## src/rtl/pad_pkg.sv

```systemverilog
// ---------------------------------------------------------------------------
// pad_pkg
// Shared definitions for the zero-padding stage of the RTLinf datapath.
//   pad_state_t  : controller state encoding (IDLE=0, RUN=1)
//   pad_flags_t  : the four pad-enable flags, packed as {top,bottom,left,right}
//   is_pad_position() : decides whether the current scan position is a border
//                       that must be filled with an all-zero pixel word
// ---------------------------------------------------------------------------
package pad_pkg;

    typedef enum logic {
        IDLE = 1'b0,
        RUN  = 1'b1
    } pad_state_t;

    // Bit 3 is top, bit 0 is right, so a plain 4-bit vector {top,bottom,left,right}
    // can be assigned straight into this struct.
    typedef struct packed {
        logic top;
        logic bottom;
        logic left;
        logic right;
    } pad_flags_t;

    // A position is padding when it sits on an enabled border row or column.
    function automatic logic is_pad_position(
        input pad_flags_t flags,
        input logic       first_row,
        input logic       last_row,
        input logic       first_col,
        input logic       last_col
    );
        return (flags.top    && first_row) ||
               (flags.bottom && last_row)  ||
               (flags.left   && first_col) ||
               (flags.right  && last_col);
    endfunction

endpackage

```

## src/rtl/pad_pos_counter.sv

```systemverilog
// ---------------------------------------------------------------------------
// pad_pos_counter
// Row-major scan of the padded output frame: column, then row, then iteration.
// Ports:
//   clk, rst               clock and asynchronous active-high reset
//   clear                  synchronous return to position (0,0,0)
//   enable                 advance one position
//   num_rows, num_cols     padded frame height/width (must be nonzero when enabled)
//   num_iters              number of frames in the job
//   first_row, last_row    current row is 0 / num_rows-1
//   first_col, last_col    current column is 0 / num_cols-1 (column wrap)
//   last_pos               final position of the final frame
// ---------------------------------------------------------------------------
module pad_pos_counter #(
    parameter int ROW_W  = 11,
    parameter int COL_W  = 11,
    parameter int ITER_W = 16
) (
    input  logic              clk,
    input  logic              rst,
    input  logic              clear,
    input  logic              enable,
    input  logic [ROW_W-1:0]  num_rows,
    input  logic [COL_W-1:0]  num_cols,
    input  logic [ITER_W-1:0] num_iters,
    output logic              first_row,
    output logic              last_row,
    output logic              first_col,
    output logic              last_col,
    output logic              last_pos
);

    logic [ROW_W-1:0]  row;
    logic [COL_W-1:0]  col;
    logic [ITER_W-1:0] iter;
    logic              last_iter;

    assign first_row = (row == '0);
    assign first_col = (col == '0);
    assign last_row  = (row == num_rows - ROW_W'(1));
    assign last_col  = (col == num_cols - COL_W'(1));
    assign last_iter = (iter == num_iters - ITER_W'(1));
    assign last_pos  = last_iter && last_row && last_col;

    // Nested counter. After the final position everything returns to zero so
    // the block sits at a clean origin while idle.
    always_ff @(posedge clk or posedge rst) begin
        if (rst) begin
            row  <= '0;
            col  <= '0;
            iter <= '0;
        end else if (clear) begin
            row  <= '0;
            col  <= '0;
            iter <= '0;
        end else if (enable) begin
            if (last_col) begin
                col <= '0;
                if (last_row) begin
                    row <= '0;
                    if (last_iter) begin
                        iter <= '0;
                    end else begin
                        iter <= iter + ITER_W'(1);
                    end
                end else begin
                    row <= row + ROW_W'(1);
                end
            end else begin
                col <= col + COL_W'(1);
            end
        end
    end

endmodule

```

## src/rtl/pad.sv

```systemverilog
// ---------------------------------------------------------------------------
// pad
// Zero-padding stage between align and the convolution window stage. Each
// word carries NUM_INPUTS channels of one pixel. Optionally inserts one zero
// row/column on each side of every frame.
// Ports:
//   clk, rst                         clock, asynchronous active-high reset
//   configure                        one-cycle pulse loading the job fields
//   num_rows, num_cols, num_iters    unpadded frame size and frame count
//   pad_top/bottom/left/right        per-side pad enables
//   data_in, valid_in, avail_out     upstream handshake (avail_out is ready)
//   data_out, valid_out, avail_in    downstream handshake (avail_in is ready)
// ---------------------------------------------------------------------------
module pad
    import pad_pkg::*;
#(
    parameter int NUM_INPUTS    = 8,
    parameter int DATA_WIDTH    = 8,
    parameter int LOG_MAX_ROWS  = 10,
    parameter int LOG_MAX_COLS  = 10,
    parameter int LOG_MAX_ITERS = 16
) (
    input  logic                             clk,
    input  logic                             rst,
    input  logic                             configure,
    input  logic [LOG_MAX_ROWS-1:0]          num_rows,
    input  logic [LOG_MAX_COLS-1:0]          num_cols,
    input  logic [LOG_MAX_ITERS-1:0]         num_iters,
    input  logic                             pad_top,
    input  logic                             pad_bottom,
    input  logic                             pad_left,
    input  logic                             pad_right,
    input  logic [NUM_INPUTS*DATA_WIDTH-1:0] data_in,
    input  logic                             valid_in,
    output logic                             avail_out,
    output logic [NUM_INPUTS*DATA_WIDTH-1:0] data_out,
    output logic                             valid_out,
    input  logic                             avail_in
);

    localparam int WORD_W = NUM_INPUTS * DATA_WIDTH;
    localparam int ROW_W  = LOG_MAX_ROWS + 1;
    localparam int COL_W  = LOG_MAX_COLS + 1;

    pad_state_t               state;
    pad_state_t               next_state;

    logic [LOG_MAX_ROWS-1:0]  cfg_rows;
    logic [LOG_MAX_COLS-1:0]  cfg_cols;
    logic [LOG_MAX_ITERS-1:0] cfg_iters;
    pad_flags_t               cfg_pad;

    logic [ROW_W-1:0]         total_rows;
    logic [COL_W-1:0]         total_cols;

    logic                     first_row;
    logic                     last_row;
    logic                     first_col;
    logic                     last_col;
    logic                     last_pos;

    logic                     pad_position;
    logic                     reg_free;
    logic                     load;
    logic                     cfg_valid;

    // Latch the job description on every configure pulse, whatever the state.
    always_ff @(posedge clk or posedge rst) begin
        if (rst) begin
            cfg_rows  <= '0;
            cfg_cols  <= '0;
            cfg_iters <= '0;
            cfg_pad   <= '0;
        end else if (configure) begin
            cfg_rows  <= num_rows;
            cfg_cols  <= num_cols;
            cfg_iters <= num_iters;
            cfg_pad   <= {pad_top, pad_bottom, pad_left, pad_right};
        end
    end

    // Padded geometry is one bit wider so a maximal frame plus two borders fits.
    assign total_rows = ROW_W'(cfg_rows) + ROW_W'(cfg_pad.top) + ROW_W'(cfg_pad.bottom);
    assign total_cols = COL_W'(cfg_cols) + COL_W'(cfg_pad.left) + COL_W'(cfg_pad.right);

    pad_pos_counter #(
        .ROW_W  (ROW_W),
        .COL_W  (COL_W),
        .ITER_W (LOG_MAX_ITERS)
    ) u_pos (
        .clk       (clk),
        .rst       (rst),
        .clear     (configure),
        .enable    (load),
        .num_rows  (total_rows),
        .num_cols  (total_cols),
        .num_iters (cfg_iters),
        .first_row (first_row),
        .last_row  (last_row),
        .first_col (first_col),
        .last_col  (last_col),
        .last_pos  (last_pos)
    );

    assign pad_position = is_pad_position(cfg_pad, first_row, last_row, first_col, last_col);

    // The output register can take a new word if it is empty or being drained now.
    assign reg_free  = !valid_out || avail_in;
    assign avail_out = (state == RUN) && !pad_position && reg_free;

    // A configure pulse takes priority, so nothing is loaded in that cycle.
    assign load = (state == RUN) && !configure && reg_free && (pad_position || valid_in);

    assign cfg_valid = (num_rows != '0) && (num_cols != '0) && (num_iters != '0);

    always_ff @(posedge clk or posedge rst) begin
        if (rst) begin
            state <= IDLE;
        end else begin
            state <= next_state;
        end
    end

    // Configure restarts (or refuses) the job; otherwise RUN ends as soon as the
    // final word of the final frame has been loaded into the output register.
    always_comb begin
        next_state = state;
        if (configure) begin
            next_state = cfg_valid ? RUN : IDLE;
        end else if ((state == RUN) && load && last_pos) begin
            next_state = IDLE;
        end
    end

    // Output register: pad positions load zeros without consuming input. A
    // configure drops whatever word was pending.
    always_ff @(posedge clk or posedge rst) begin
        if (rst) begin
            valid_out <= 1'b0;
            data_out  <= '0;
        end else if (configure) begin
            valid_out <= 1'b0;
        end else if (load) begin
            valid_out <= 1'b1;
            data_out  <= pad_position ? WORD_W'(0) : data_in;
        end else if (avail_in) begin
            valid_out <= 1'b0;
        end
    end

endmodule

```

## config.mk

```make
export PLATFORM = sky130hd
export DESIGN_NAME = pad
export DESIGN_NICKNAME = d
export VERILOG_FILES = /design/src/rtl/pad_pkg.sv /design/src/rtl/pad_pos_counter.sv /design/src/rtl/pad.sv
export SDC_FILE = /design/constraint.sdc
export NUM_CORES = 1
export LEC_CHECK = 0
export ABC_AREA = 1
export ABC_CLOCK_PERIOD_IN_PS = 10350
export CAP_MARGIN = 40
export CORE_MARGIN = 1.5
export CORE_UTILIZATION = 57
export CTS_CLUSTER_SIZE = 40
export DETAILED_ROUTE_END_ITERATION = 12
export PLACE_DENSITY = 0.95
export SLEW_MARGIN = 25
export SYNTH_ARGS = -nofsm -noshare
export SYNTH_HDL_FRONTEND = slang
export SYNTH_HIERARCHICAL = 1
export SYNTH_SLANG_ARGS = --single-unit
```

## constraint.sdc

```tcl
create_clock -name clk -period 10.35 [get_ports clk]
set_clock_uncertainty 0.05 [all_clocks]
set_input_delay 2.5875 -clock clk [delete_from_list [all_inputs] [get_ports clk]]
set_output_delay 2.5875 -clock clk [all_outputs]
set_load 0.02 [all_outputs]
```

==> flow_summary.json <==
{
  "outcome": "finished, final reports clean",
  "critical_path_buf_inv_count": 4,
  "track_usage_pct": 32.4,
  "ys_seq_elements": 144,
  "root_buffer": "clkbuf_16",
  "fin_ws_ps": 3190,
  "dieHeight_um": 129,
  "hold_path_class": "reg -> reg",
  "vias_per_cell": 5.48,
  "first_iter_violations": 689,
  "async_flop_share_pct": 100,
  "min_period_over_period_pct": 69.2,
  "cts_buffer_depth": 2,
  "drtPass1Iterations": 6,
  "grt_first_pass_wirelength_um": 41900,
  "start_util_pct": 59.0,
  "htreeDepth": 4,
  "io_buffers": 174,
  "finalHoldViolCount": 0,
  "critPathMaxFanout": 5,
  "synth_area_mm2": 0.00904,
  "syn2layout_area_growth_pct": 26.6,
  "peakVddDrop_mv": 0.165,
  "place_ws_ps": 3280,
  "yosysWarnings": 6,
  "dp_hpwl_um": 17800,
  "synth_compound_area_share_pct": 9.28,
  "slew_violations": 0,
  "muxShareOfSynthArea_pct": 0,
  "path_clk_slew_ps": 70,
  "grt-ovfl-total": 0,
  "drt-total-wl_um": 25800,
  "p_leak_nw": 5.39,
  "synth-main-ff-cell": "dfrtp_1",
  "cp.arrival_ps": 4520,
  "drive_above_1_share_pct": 10.2,
  "ios": 175,
  "crit_required_ps": 7710,
  "cts_buffers": 17,
  "syn-mean-instance-area_um2": 7.40,
  "layout.nets": 1502,
  "rows": 45,
  "dpl-instance-area_mm2": 0.0108,
  "yosysSeqAreaShare_pct": 39.9,
  "drv_cap": 0,
  "grt_max_degree": 68,
  "crit_chain": "inv_1, fa_1, inv_1, ha_1, nand3_1, nor3_1, xor2_1, nor2_1, nand2_2, nor2_4, nand2_1, nand3_1, nand2_1, nor2_1, nand3_1, inv_1, nand2_1, nand2_1, nor4_1, clkdlybuf4s50_1",
  "cts_tree": "done",
  "syn_nets": 1343,
  "die-area_mm2": 0.0166,
  "cts_sinks": 144,
  "relSlewSlack_pct": 48.3,
  "rsz0062_at_grt": "false",
  "synth-xor-area-share_pct": 6.37,
  "synth_top_family_by_area": "simple AND/OR/NAND/NOR gates",
  "synth-edff-count": 0,
  "setup_viol_count_final": 0,
  "cts_setup_buffers": 0,
  "detail_route.wl_per_cell_um": 16.1,
  "insertion_delay_ps": 440,
  "cts_hold_buf": 0,
  "cpMostUsedCell": "nand2_1",
  "cpLargestDelayFamily": "simple AND/OR/NAND/NOR gates",
  "max_freq_mhz": 140,
  "worstSetupPathType": "reg -> out",
  "synth_simple_gate_area_share_pct": 34.1,
  "route.detailed.drc": 0,
  "antenna_found_initial": 0,
  "worst_setup_path_end_kind": "output pin",
  "power_density_mw_per_mm2": 179,
  "cts_resized": 0,
  "worstMarginPinSlew_ps": 775,
  "synth_cells": 1222,
  "vias": 8793,
  "crit_slowest_cell": "clkdlybuf4s50_1",
  "grt_pass1_vias": 9041,
  "slowest_delay_ps": 700,
  "core_mm2": 0.0153,
  "yosysUniqueCellTypes": 39,
  "gp_congestion": 0.943,
  "diodes": 0,
  "fin_crit_ps": 7160,
  "stdcell_area_mm2": 0.0114,
  "synth_fa_ha_area_share_pct": 1.83,
  "critPathLaunchType": "flip-flop",
  "setup_tns_ps": 0,
  "drtAntennaViolNets": 0,
  "die_w_um": 129
}
==> worst min-delay path, cell delays in order, from the launching register on <==
cell and delay, ps:
dfrtp_1 340, nand2_1 60, o21ai_2 50
==> placed cells by master (no fill, tap or decap), types with 3 or more instances in the layout <==
master	count
clkdlybuf4s50_1	173
nor2_1	94
o21ai_2	50
nand2_2	9
buf_4	5
clkinvlp_4	3
xnor2_1	15
a21oi_1	4
nand3_2	11
nor2_4	5
nand2_1	432
nor3_1	18
o21ai_1	21
inv_8	4
nand3b_1	11
nand4_1	18
nor4_1	5
clkbuf_16	17
inv_6	3
o21ai_0	51
nor2_2	13
nand3_1	79
xor2_1	47
inv_1	124
ha_1	10
dfrtp_1	144
==> flip-flops by register name (all words and copies together), names as in the netlist <==
register and count:
data_out 64, cfg_iters 16, u_pos/iter 16, u_pos/col 11, u_pos/row 11, cfg_cols 10
cfg_rows 10, cfg_pad 4, state 1, valid_out 1
==> Yosys cell counts, types with 2 or more instances <==
cell / n / area share (%)
a21oi_1: 4 / 0.22
buf_2: 12 / 0.66
buf_4: 2 / 0.17
buf_6: 14 / 1.7
clkbuf_1: 13 / 0.54
dfrtp_1: 144 / 40
fa_1: 2 / 0.44
ha_1: 10 / 1.4
inv_1: 125 / 5.2
inv_2: 2 / 0.083
nand2_1: 432 / 18
nand2_2: 10 / 0.69
nand3_1: 79 / 4.4
nand3_2: 11 / 1.2
nand3b_1: 11 / 0.91
nand4_1: 18 / 1.2
nor2_1: 94 / 3.9
nor2_2: 14 / 0.97
nor2_4: 4 / 0.50
nor3_1: 18 / 1.0
nor3_2: 2 / 0.22
nor4_1: 5 / 0.35
o21ai_0: 51 / 2.8
o21ai_1: 21 / 1.2
o21ai_2: 50 / 4.8
xnor2_1: 15 / 1.5
xor2_1: 47 / 4.6
==> final timing paths <==
check                                   startpoint                  endpoint  slack (ps)  depth (start not counted)
min                        data_out[9]$_DFFE_PP0P_   data_out[9]$_DFFE_PP0P_         430                          2
min reg2reg                data_out[9]$_DFFE_PP0P_   data_out[9]$_DFFE_PP0P_         430                          2
max                         cfg_pad[0]$_DFFE_PP0P_                 avail_out        3190                         20
max reg2reg                 cfg_pad[0]$_DFFE_PP0P_  u_pos/col[2]$_DFFE_PP0P_        4470                         28
max in group asynchronous                      rst  data_out[57]$_DFFE_PP0P_        6790                          4
min in group asynchronous                      rst    cfg_pad[0]$_DFFE_PP0P_        2500                          2
==> power by group <==
part	total (mW)	switching [mW]	internal [mW]
clock network	0.607	0.268	0.338
logic	0.715	0.426	0.289
registers	0.731	0.0727	0.659
total	2.05	0.767	1.29
==> metal layers <==
| layer | wire length, µm | global-route usage, % |
|---|---|---|
| met1 | 9520 | 35.0 |
| met2 | 13200 | 58.4 |
| met3 | 2080 | 8.98 |
| met4 | 1020 | 15.7 |
| met5 | 0 | 0 |
==> final cells by class <==
type,count,area (µm²)
clock inverters,15,151
flip-flops and latches,144,3600
multi-input cells,908,4670
fillers,1044,3880
clock buffers,17,425
repair buffers,182,1840
well taps,211,264
inverters,128,483
==> per-stage QoR <==
step | total power, mW | cells | hold slack (ps) | util [%]
final | 2.05 | 1605 | 432 | 74.7
after global placement | 1.39 | 1570 | 414 | 70.5
after CTS | 2.05 | 1604 | 434 | 74.6
after floorplan | 1.14 | 1222 | 411 | -
after global routing | 2.15 | 1605 | 454 | 74.7
after detailed placement | 1.42 | 1572 | 418 | 70.8
==> cell families (layout without fill, tap and decap cells) <==
family	count (synthesis)	after routing
simple gates	704	704
buf+inv	170	342
fa+ha+maj	12	12
flops	144	144
compound gates	128	128
xor+xnor	64	64
No activity file was read; power rests on OpenSTA's default activity.
